File: src/rtl/hack_pc_sequencer_if.sv
// Bus bundle between the Hack PC sequencer and its surroundings (buttons,
// control decoder, ROM address, debug status).
interface hack_pc_sequencer_if #(
   parameter int PC_W = 15
);
   logic            btn_step;
   logic            btn_run;
   logic            load_pc;
   logic [15:0]     a_reg;
   logic [PC_W-1:0] bp_addr;
   logic [PC_W-1:0] pc;
   logic            step_pulse;
   logic            running;
   logic            bp_hit;

   modport master (
      input  btn_step, btn_run, load_pc, a_reg, bp_addr,
      output pc, step_pulse, running, bp_hit
   );

   modport slave (
      output btn_step, btn_run, load_pc, a_reg, bp_addr,
      input  pc, step_pulse, running, bp_hit
   );
endinterface

File: src/rtl/hack_pc_sequencer.sv
// Hack program counter with debounced step / run-pause buttons and a free-running
// divider. Optional breakpoint support is enabled by defining BREAKPOINT_EN.
module hack_pc_sequencer #(
   parameter int PC_W            = 15,
   parameter int DEBOUNCE_CYCLES = 1000000,
   parameter int RUN_DIV         = 50000000
) (
   input logic                 clk,
   input logic                 rst_n,
   hack_pc_sequencer_if.master bus
);
   localparam int DB_W  = $clog2(DEBOUNCE_CYCLES + 1);
   localparam int DIV_W = $clog2(RUN_DIV + 1);
   localparam logic [DB_W-1:0]  DB_MAX  = DB_W'(DEBOUNCE_CYCLES - 1);
   localparam logic [DIV_W-1:0] DIV_MAX = DIV_W'(RUN_DIV - 1);

   typedef enum logic [0:0] {
      PAUSE = 1'b0,
      RUN   = 1'b1
   } state_t;

   // index 0 = step button, index 1 = run button
   logic [1:0]      raw_s;
   logic [1:0]      sync1_r;
   logic [1:0]      sync2_r;
   logic [1:0]      db_r;
   logic [1:0]      press_r;
   logic [DB_W-1:0] cnt_r [2];

   state_t           state_r;
   logic [DIV_W-1:0] div_r;
   logic [PC_W-1:0]  pc_r;
   logic             step_pulse_r;
   logic             running_r;
   logic             step_press_s;
   logic             run_press_s;

   assign raw_s        = {bus.btn_run, bus.btn_step};
   assign step_press_s = press_r[0];
   assign run_press_s  = press_r[1];

   // Two-flop synchronizers for the asynchronous buttons
   always_ff @(posedge clk or negedge rst_n) begin
      if (!rst_n) begin
         sync1_r <= 2'b00;
         sync2_r <= 2'b00;
      end else begin
         sync1_r <= raw_s;
         sync2_r <= sync1_r;
      end
   end

   // Debounce counters: the level is accepted only after it differs from the
   // debounced value for DEBOUNCE_CYCLES consecutive cycles; a rising accept is a press
   always_ff @(posedge clk or negedge rst_n) begin
      if (!rst_n) begin
         db_r     <= 2'b00;
         press_r  <= 2'b00;
         cnt_r[0] <= '0;
         cnt_r[1] <= '0;
      end else begin
         for (int i = 0; i < 2; i++) begin
            if (sync2_r[i] == db_r[i]) begin
               cnt_r[i]   <= '0;
               press_r[i] <= 1'b0;
            end else if (cnt_r[i] == DB_MAX) begin
               cnt_r[i]   <= '0;
               db_r[i]    <= sync2_r[i];
               press_r[i] <= sync2_r[i];
            end else begin
               cnt_r[i]   <= cnt_r[i] + DB_W'(1);
               press_r[i] <= 1'b0;
            end
         end
      end
   end

`ifdef BREAKPOINT_EN
   logic bp_hit_r;
   logic bp_check_r;
   logic unused_s;

   assign unused_s   = bus.a_reg[15];
   assign bus.bp_hit = bp_hit_r;
`else
   logic unused_s;

   assign unused_s   = bus.a_reg[15] ^ (^bus.bp_addr);
   assign bus.bp_hit = 1'b0;
`endif

   // Run/pause FSM, divider, commit strobe and PC; the PC moves on the edge
   // that closes step_pulse, sampling load_pc/a_reg only there
   always_ff @(posedge clk or negedge rst_n) begin
      if (!rst_n) begin
         state_r      <= PAUSE;
         div_r        <= '0;
         pc_r         <= '0;
         step_pulse_r <= 1'b0;
         running_r    <= 1'b0;
`ifdef BREAKPOINT_EN
         bp_hit_r     <= 1'b0;
         bp_check_r   <= 1'b0;
`endif
      end else begin
         step_pulse_r <= 1'b0;
         if (step_pulse_r) begin
            pc_r <= bus.load_pc ? bus.a_reg[PC_W-1:0] : pc_r + PC_W'(1);
         end else begin
            pc_r <= pc_r;
         end
`ifdef BREAKPOINT_EN
         bp_check_r <= step_pulse_r && (state_r == RUN);
         if (run_press_s || step_press_s) begin
            bp_hit_r <= 1'b0;
         end else begin
            bp_hit_r <= bp_hit_r;
         end
`endif
         case (state_r)
            PAUSE: begin
               if (run_press_s) begin
                  state_r   <= RUN;
                  running_r <= 1'b1;
                  div_r     <= '0;
               end else if (step_press_s) begin
                  step_pulse_r <= 1'b1;
               end else begin
                  running_r <= 1'b0;
               end
            end
            RUN: begin
               if (run_press_s) begin
                  state_r   <= PAUSE;
                  running_r <= 1'b0;
                  div_r     <= '0;
`ifdef BREAKPOINT_EN
               end else if (bp_check_r && (pc_r == bus.bp_addr)) begin
                  state_r   <= PAUSE;
                  running_r <= 1'b0;
                  div_r     <= '0;
                  bp_hit_r  <= 1'b1;
`endif
               end else if (div_r == DIV_MAX) begin
                  div_r        <= '0;
                  step_pulse_r <= 1'b1;
               end else begin
                  div_r <= div_r + DIV_W'(1);
               end
            end
            default: begin
               state_r   <= PAUSE;
               running_r <= 1'b0;
               div_r     <= '0;
            end
         endcase
      end
   end

   assign bus.pc         = pc_r;
   assign bus.step_pulse = step_pulse_r;
   assign bus.running    = running_r;
endmodule

File: src/flat_wrapper.sv
// flat-port wrapper written by rule: the top's interface ports become plain ports
module hack_pc_sequencer_flat 
#(
   parameter int PC_W            = 15,
   parameter int DEBOUNCE_CYCLES = 1000000,
   parameter int RUN_DIV         = 50000000
)
  (clk, rst_n, bus_btn_step, bus_btn_run, bus_load_pc, bus_a_reg, bus_bp_addr, bus_pc, bus_step_pulse, bus_running, bus_bp_hit);
  hack_pc_sequencer_if #(.PC_W(PC_W)) bus_i ();
  input logic clk;
  input logic rst_n;
  input wire logic [$bits(bus_i.btn_step)-1:0] bus_btn_step;
  input wire logic [$bits(bus_i.btn_run)-1:0] bus_btn_run;
  input wire logic [$bits(bus_i.load_pc)-1:0] bus_load_pc;
  input wire logic [$bits(bus_i.a_reg)-1:0] bus_a_reg;
  input wire logic [$bits(bus_i.bp_addr)-1:0] bus_bp_addr;
  output wire logic [$bits(bus_i.pc)-1:0] bus_pc;
  output wire logic [$bits(bus_i.step_pulse)-1:0] bus_step_pulse;
  output wire logic [$bits(bus_i.running)-1:0] bus_running;
  output wire logic [$bits(bus_i.bp_hit)-1:0] bus_bp_hit;
  assign bus_i.btn_step = bus_btn_step;
  assign bus_i.btn_run = bus_btn_run;
  assign bus_i.load_pc = bus_load_pc;
  assign bus_i.a_reg = bus_a_reg;
  assign bus_i.bp_addr = bus_bp_addr;
  assign bus_pc = bus_i.pc;
  assign bus_step_pulse = bus_i.step_pulse;
  assign bus_running = bus_i.running;
  assign bus_bp_hit = bus_i.bp_hit;
  hack_pc_sequencer #(.PC_W(PC_W), .DEBOUNCE_CYCLES(DEBOUNCE_CYCLES), .RUN_DIV(RUN_DIV)) u_core (.clk(clk), .rst_n(rst_n), .bus(bus_i));
endmodule
File: config.mk
export PLATFORM = sky130hd
export DESIGN_NAME = hack_pc_sequencer_flat
export DESIGN_NICKNAME = d
export VERILOG_FILES = /design/src/rtl/hack_pc_sequencer_if.sv /design/src/rtl/hack_pc_sequencer.sv /design/src/flat_wrapper.sv
export SDC_FILE = /design/constraint.sdc
export NUM_CORES = 1
export LEC_CHECK = 0
export CORE_MARGIN = 5
export CORE_UTILIZATION = 45
export CTS_BUF_LIST = sky130_fd_sc_hd__clkbuf_16
export DETAILED_ROUTE_END_ITERATION = 7
export PLACE_DENSITY = 0.63
export REMOVE_ABC_BUFFERS = 1
export SLEW_MARGIN = 20
export SYNTH_ARGS = -nofsm -noshare
export SYNTH_HDL_FRONTEND = slang
export SYNTH_SLANG_ARGS = --single-unit
File: constraint.sdc
create_clock -name clk -period 2.2 [get_ports clk]
set_input_delay 0.66 -clock clk [delete_from_list [all_inputs] [get_ports clk]]
set_output_delay 0.66 -clock clk [all_outputs]
set_load 0.03 [all_outputs]
### Yosys cells after proc, flatten, opt, wreduce, memory -nomap -nowiden

Index checks and enable logic that the tools add are counted.

| storage, ports and cells | value |
|---|---|
| register bits after elaboration | 92 |
| output and inout bits | 18 |
| word-level logic and storage cells | 55 |

| cells by class | value |
|---|---|
| $add $sub $neg | 4 |
| equal/unequal tests | 8 |
| bitwise gates (word level) | 3 |
| multiplexer cells | 25 |
| reductions and logical operators | 3 |

Operators with widths:

| cell | count |
|---|---|
| 20-bit 2-to-1 mux | 4 |
| 26-bit 2-to-1 mux | 3 |
| 26-bit case mux with 2 select lines | 1 |
| 20-bit by 1-bit adder with 20-bit output (second input constant) | 2 |
| 20-bit == test (second input constant) | 2 |
| 26-bit by 1-bit adder with 26-bit output (second input constant) | 1 |
| 26-bit == test (second input constant) | 1 |
| 15-bit by 1-bit adder with 15-bit output (second input constant) | 1 |
| 15-bit 2-to-1 mux | 1 |
| 1-bit 2-to-1 mux | 13 |
| 1-bit case mux with 2 select lines | 3 |
| 2-bit AND reduction | 3 |
| 2-bit by 1-bit != test with 1-bit output (second input constant) | 2 |
| 3-bit by 2-bit != test with 1-bit output (second input constant) | 1 |
| 1-bit NOT | 3 |
| 1-bit == test | 2 |

### Longest topological paths before layout

| logic depth | value |
|---|---|
| depth after elaboration | 4 |
| mapped depth | 8 |
| mapped depth without buffers | 7 |

### Worst setup path after synthesis

No wires, ideal clock.

| timing path | value |
|---|---|
| path type | flip-flop to flip-flop |
| from | register u_core.div_r[10] |
| to | register u_core.div_r[0] |
| arrival time | 1.787 ns |
| stages on the path, launching flop included | 6 |
| path slack | 0.288 ns |
| path through | dfrtp_1 or4b_4 nor4_4 a21o_2 nor2_4 mux2_2 |

| between the ends | value |
|---|---|
| word-level cells in the longest chain between the ends | 4 |

Ends and longest elaborated chain:

| what | RTL line | text |
|---|---|---|
| start, declared | hack_pc_sequencer.sv:31 | `logic [DIV_W-1:0] div_r;` |
| start signal, assigned | hack_pc_sequencer.sv:148 | `div_r <= div_r + DIV_W'(1);` |
| 26-bit == test | hack_pc_sequencer.sv:144 | `end else if (div_r == DIV_MAX) begin` |
| 26-bit 2-to-1 mux | hack_pc_sequencer.sv:144 |  |
| 26-bit 2-to-1 mux | hack_pc_sequencer.sv:133 | `if (run_press_s) begin` |
| 26-bit case mux with 2 select lines | hack_pc_sequencer.sv:120 | `case (state_r)` |

No other way between the ends.
A chain may end at the register's enable or synchronous reset.

### Worst setup path after layout

| timing path | value |
|---|---|
| from | register u_core.pc_r[11] (netlist: u_core.bus.pc[11]) |
| to | output bus_pc[11] |

RTL lines:

| what | RTL line | text |
|---|---|---|
| start, declared | hack_pc_sequencer.sv:32 | `logic [PC_W-1:0] pc_r;` |
| start signal, assigned | hack_pc_sequencer.sv:108 | `pc_r <= bus.load_pc ? bus.a_reg[PC_W-1:0] : pc_r + PC_W'(1);` |
| start signal, assigned | hack_pc_sequencer.sv:110 | `pc_r <= pc_r;` |
| end, declared | flat_wrapper.sv:17 | `output wire logic [$bits(bus_i.pc)-1:0] bus_pc;` |

No word-level cell between the ends.

==> run summary <==
Cells after Synth = 484
Post-Synth XOR/XNOR Area = 9.07%
Slew of the pin with the lowest slew margin = 659 ps
Num CTS Buffers = 9
Initial DRC count = 161
DR pass1 iterations = 4
Row cnt = 37
Max Slew Vio Count = 0
Vias in the first global route = 3443
FF-to-FF setup slack = 130 ps
Mux contribution to synthesized area = 2.43%
Unique cell type count in the Yosys netlist = 53
Clk pin slew, worst setup/hold paths = 60 ps
Compound-Gate Fraction of Synth Area = 9.68%
Buffers on Ports = 36
Fin crit share = 96.9%
Status = completed
PwrDens = 580 nW/um^2
CTS tree = done
Crit end category = primary output
Kind of critical path = reg2out
Clock Skew = 6.85 ps
CTS hold repair buffers = 0
Avg WL per Cell = 14.0 um
Largest net degree at the start of global routing = 39
Synth Area in Adders = 1.85%
Area grow syn2layout = 18.0%
Simple-Gate Fraction of Synth Area = 25.3%
Clk_lat worst skew = 340 ps
Sequential-to-total area share from yosys stat = 48.7%
Mean Syn Cell Area = 9.78 um^2
Max VDD drop = 0.000402 V
Cell depth of the worst setup path = 1
Post-placement cell area = 5320 um^2
Vias/cell = 5.48
RePlAce Congestion = 0.802
Largest family of logic cells by synthesized area = simple AND/OR/NAND/NOR gates
DR DRC count = 0
Initial Utilization = 46.0%
Maximum clock rate = 469 MHz
Reg2Reg Depth = 5
Post-CTS Setup Inserts = 0
Clock Tree Root = clkbuf_16
Setup violations, final = 0
Hold WC Path Type = in2async
FFs w/ async S/R, synth = 100%
Final TNS setup = 0 ps
Routed WL = 9380 um
Total track usage = 15.5%
Reg2reg end = u_core.div_r[0]
Delay-heaviest family, CP = buffers and inverters
FILL cells = 956
FF+latch count, synth = 92
Crit path cell chain = clkdlybuf4s50_1
Number of enable flip-flop cells after synthesis = 0
Global-route wire length before repair = 16300 um
Fin nets = 571
Final Hold Fails = 0
# clock sinks = 92
Slew margin rel. = 55.7%
P_leak = 2.43 nW
CTS max path bufs = 2
Number of max-cap violations = 0
Design area = 5580 um^2
Fin crit period = 2130 ps
Crit-path slowest cell = clkdlybuf4s50_1
Core box area = 10300 um^2
Vias = 3659
Chip width = 113 um
Fraction of layout cells with a size suffix above 1 = 9.02%
Synth warn = 0
Ports = 54
WP data required = 1540 ps
Final core utilization = 54.3%
CP startpoint kind = register
CP arrival = 1470 ps
Commonest register cell after synthesis = dfrtp_1
Largest stage delay, worst path = 700 ps
Initial antenna violation count = 0
# diodes = 0
Bufs and invs on worst path = 1
RSZ-0062 raised after global routing = no
Final HPWL DP = 6560 um
Reg2reg start = u_core.div_r[10]
Die ar. = 12700 um^2
Synthesized cell area = 4730 um^2
Antenna-violating nets left = 0
CTS H-Tree Depth = 3
Die Y = 113 um
Grt ovf = 0
Crit-path max FO = 6
## cell usage in the layout, fill, tap and decap left out, types with 3 or more instances in the layout
cell type | synthesis | routed
and3_1 | 9 | 9
ha_1 | 7 | 7
or4_1 | 3 | 3
mux2i_1 | 7 | 7
nor3_1 | 11 | 11
a22o_1 | 14 | 14
buf_4 | 2 | 11
a21o_1 | 5 | 5
a21oi_1 | 15 | 15
dlymetal6s2s_1 | 0 | 4
a31oi_1 | 4 | 4
and4_1 | 6 | 6
inv_1 | 14 | 15
o21ai_0 | 22 | 22
nor4_1 | 9 | 9
nor2_2 | 3 | 3
xnor2_1 | 23 | 23
nand3_1 | 29 | 29
o22ai_1 | 5 | 5
o31ai_1 | 4 | 4
nand4_1 | 18 | 18
clkdlybuf4s50_1 | 0 | 28
dfrtp_1 | 92 | 92
clkbuf_16 | 0 | 9
xor2_1 | 26 | 26
mux2_2 | 4 | 4
nor2_1 | 71 | 71
buf_12 | 0 | 4
nand2_1 | 38 | 38
## how the worst max path moves through the flow
stage	start	end	slack, ps
6_report	u_core.bus.pc[11]	bus_pc[11]	70
5_1_grt	u_core.bus.pc[2]	bus_pc[2]	20
4_1_cts	u_core.bus.pc[10]	bus_pc[10]	20
3_5_place_dp	bus_load_pc	u_core.bus.pc[8]	140
3_3_place_gp	bus_load_pc	u_core.bus.pc[3]	150
2_1_floorplan	u_core.state_r	u_core.div_r[16]	130
## registers in the layout, summed over array words and instances (netlist names)
signal and count:
u_core.cnt_r 40, u_core.sync1_r 2, u_core.press_r 2, u_core.sync2_r 2
u_core.db_r 2, u_core.bus.running 1, u_core.div_r 26, u_core.bus.pc 15
u_core.state_r 1, u_core.bus.step_pulse 1
## cell type report
cell class,instances,area [um^2],share of cell area [%]
well taps,136,170,3.05
inverters,14,52.6,0.941
clock buffers,9,225,4.03
clock inverters,6,33.8,0.605
repair buffers,49,510,9.14
flip-flops and latches,92,2300,41.2
multi-input cells,362,2290,41.0
## layer usage
metal / up-vias / wire length (um) / share of wire (%) / GRT usage [%]
met5: - / 0 / 0 / 0
met4: 0 / 205 / 2.2 / 7.45
met3: 14 / 326 / 3.5 / 2.75
met2: 67 / 4370 / 47 / 23.7
met1: 1775 / 4470 / 48 / 21.3
li1: 1803 / - / - / -
## power by group
group	total [mW]	switching (mW)	internal [mW]	leakage, nW
clock network	1.38	0.626	0.749	0.130
logic	0.142	0.0788	0.0634	1.04
registers	1.72	0.0157	1.71	1.26
## cell usage after synthesis, types with 5 or more instances
library cell	instances	area (um^2)
nor3_1	11	55.1
xnor2_1	23	201
nor2_1	71	267
nand4_1	18	113
xor2_1	26	228
o21ai_0	22	110
a21o_1	5	37.5
o22ai_1	5	31.3
mux2i_1	7	70.1
clkbuf_1	8	30.0
nand2_1	38	143
ha_1	7	87.6
nor4_1	9	56.3
inv_1	14	52.6
nand3_1	29	145
a22o_1	14	123
and3_1	9	56.3
dfrtp_1	92	2300
and4_1	6	52.6
a21oi_1	15	75.1
## stage by stage
stage | power [mW] | std cells | setup slack [ps] | hold WS, ps
after global placement | 1.90 | 653 | 146 | 337
after global routing | 3.37 | 668 | 20.9 | 280
final | 3.24 | 668 | 67.6 | 253
after floorplan | 1.79 | 468 | 134 | 331
after detailed placement | 1.90 | 653 | 144 | 339
after CTS | 3.28 | 668 | 18.5 | 264
## logic make-up after synthesis
family,after synthesis
simple gates,222
mux,11
fa+ha+maj,7
buf+inv,30
compound gates,72
other cells,1
xor+xnor,49
flops,92
## what timing repair did
item	4_1_cts	5_1_grt
pin swaps	0	0
setup endpoints to repair	2	4
endpoints found under the hold margin	0	0
resized for setup	2	4
No activity file was read; power rests on OpenSTA's default activity.
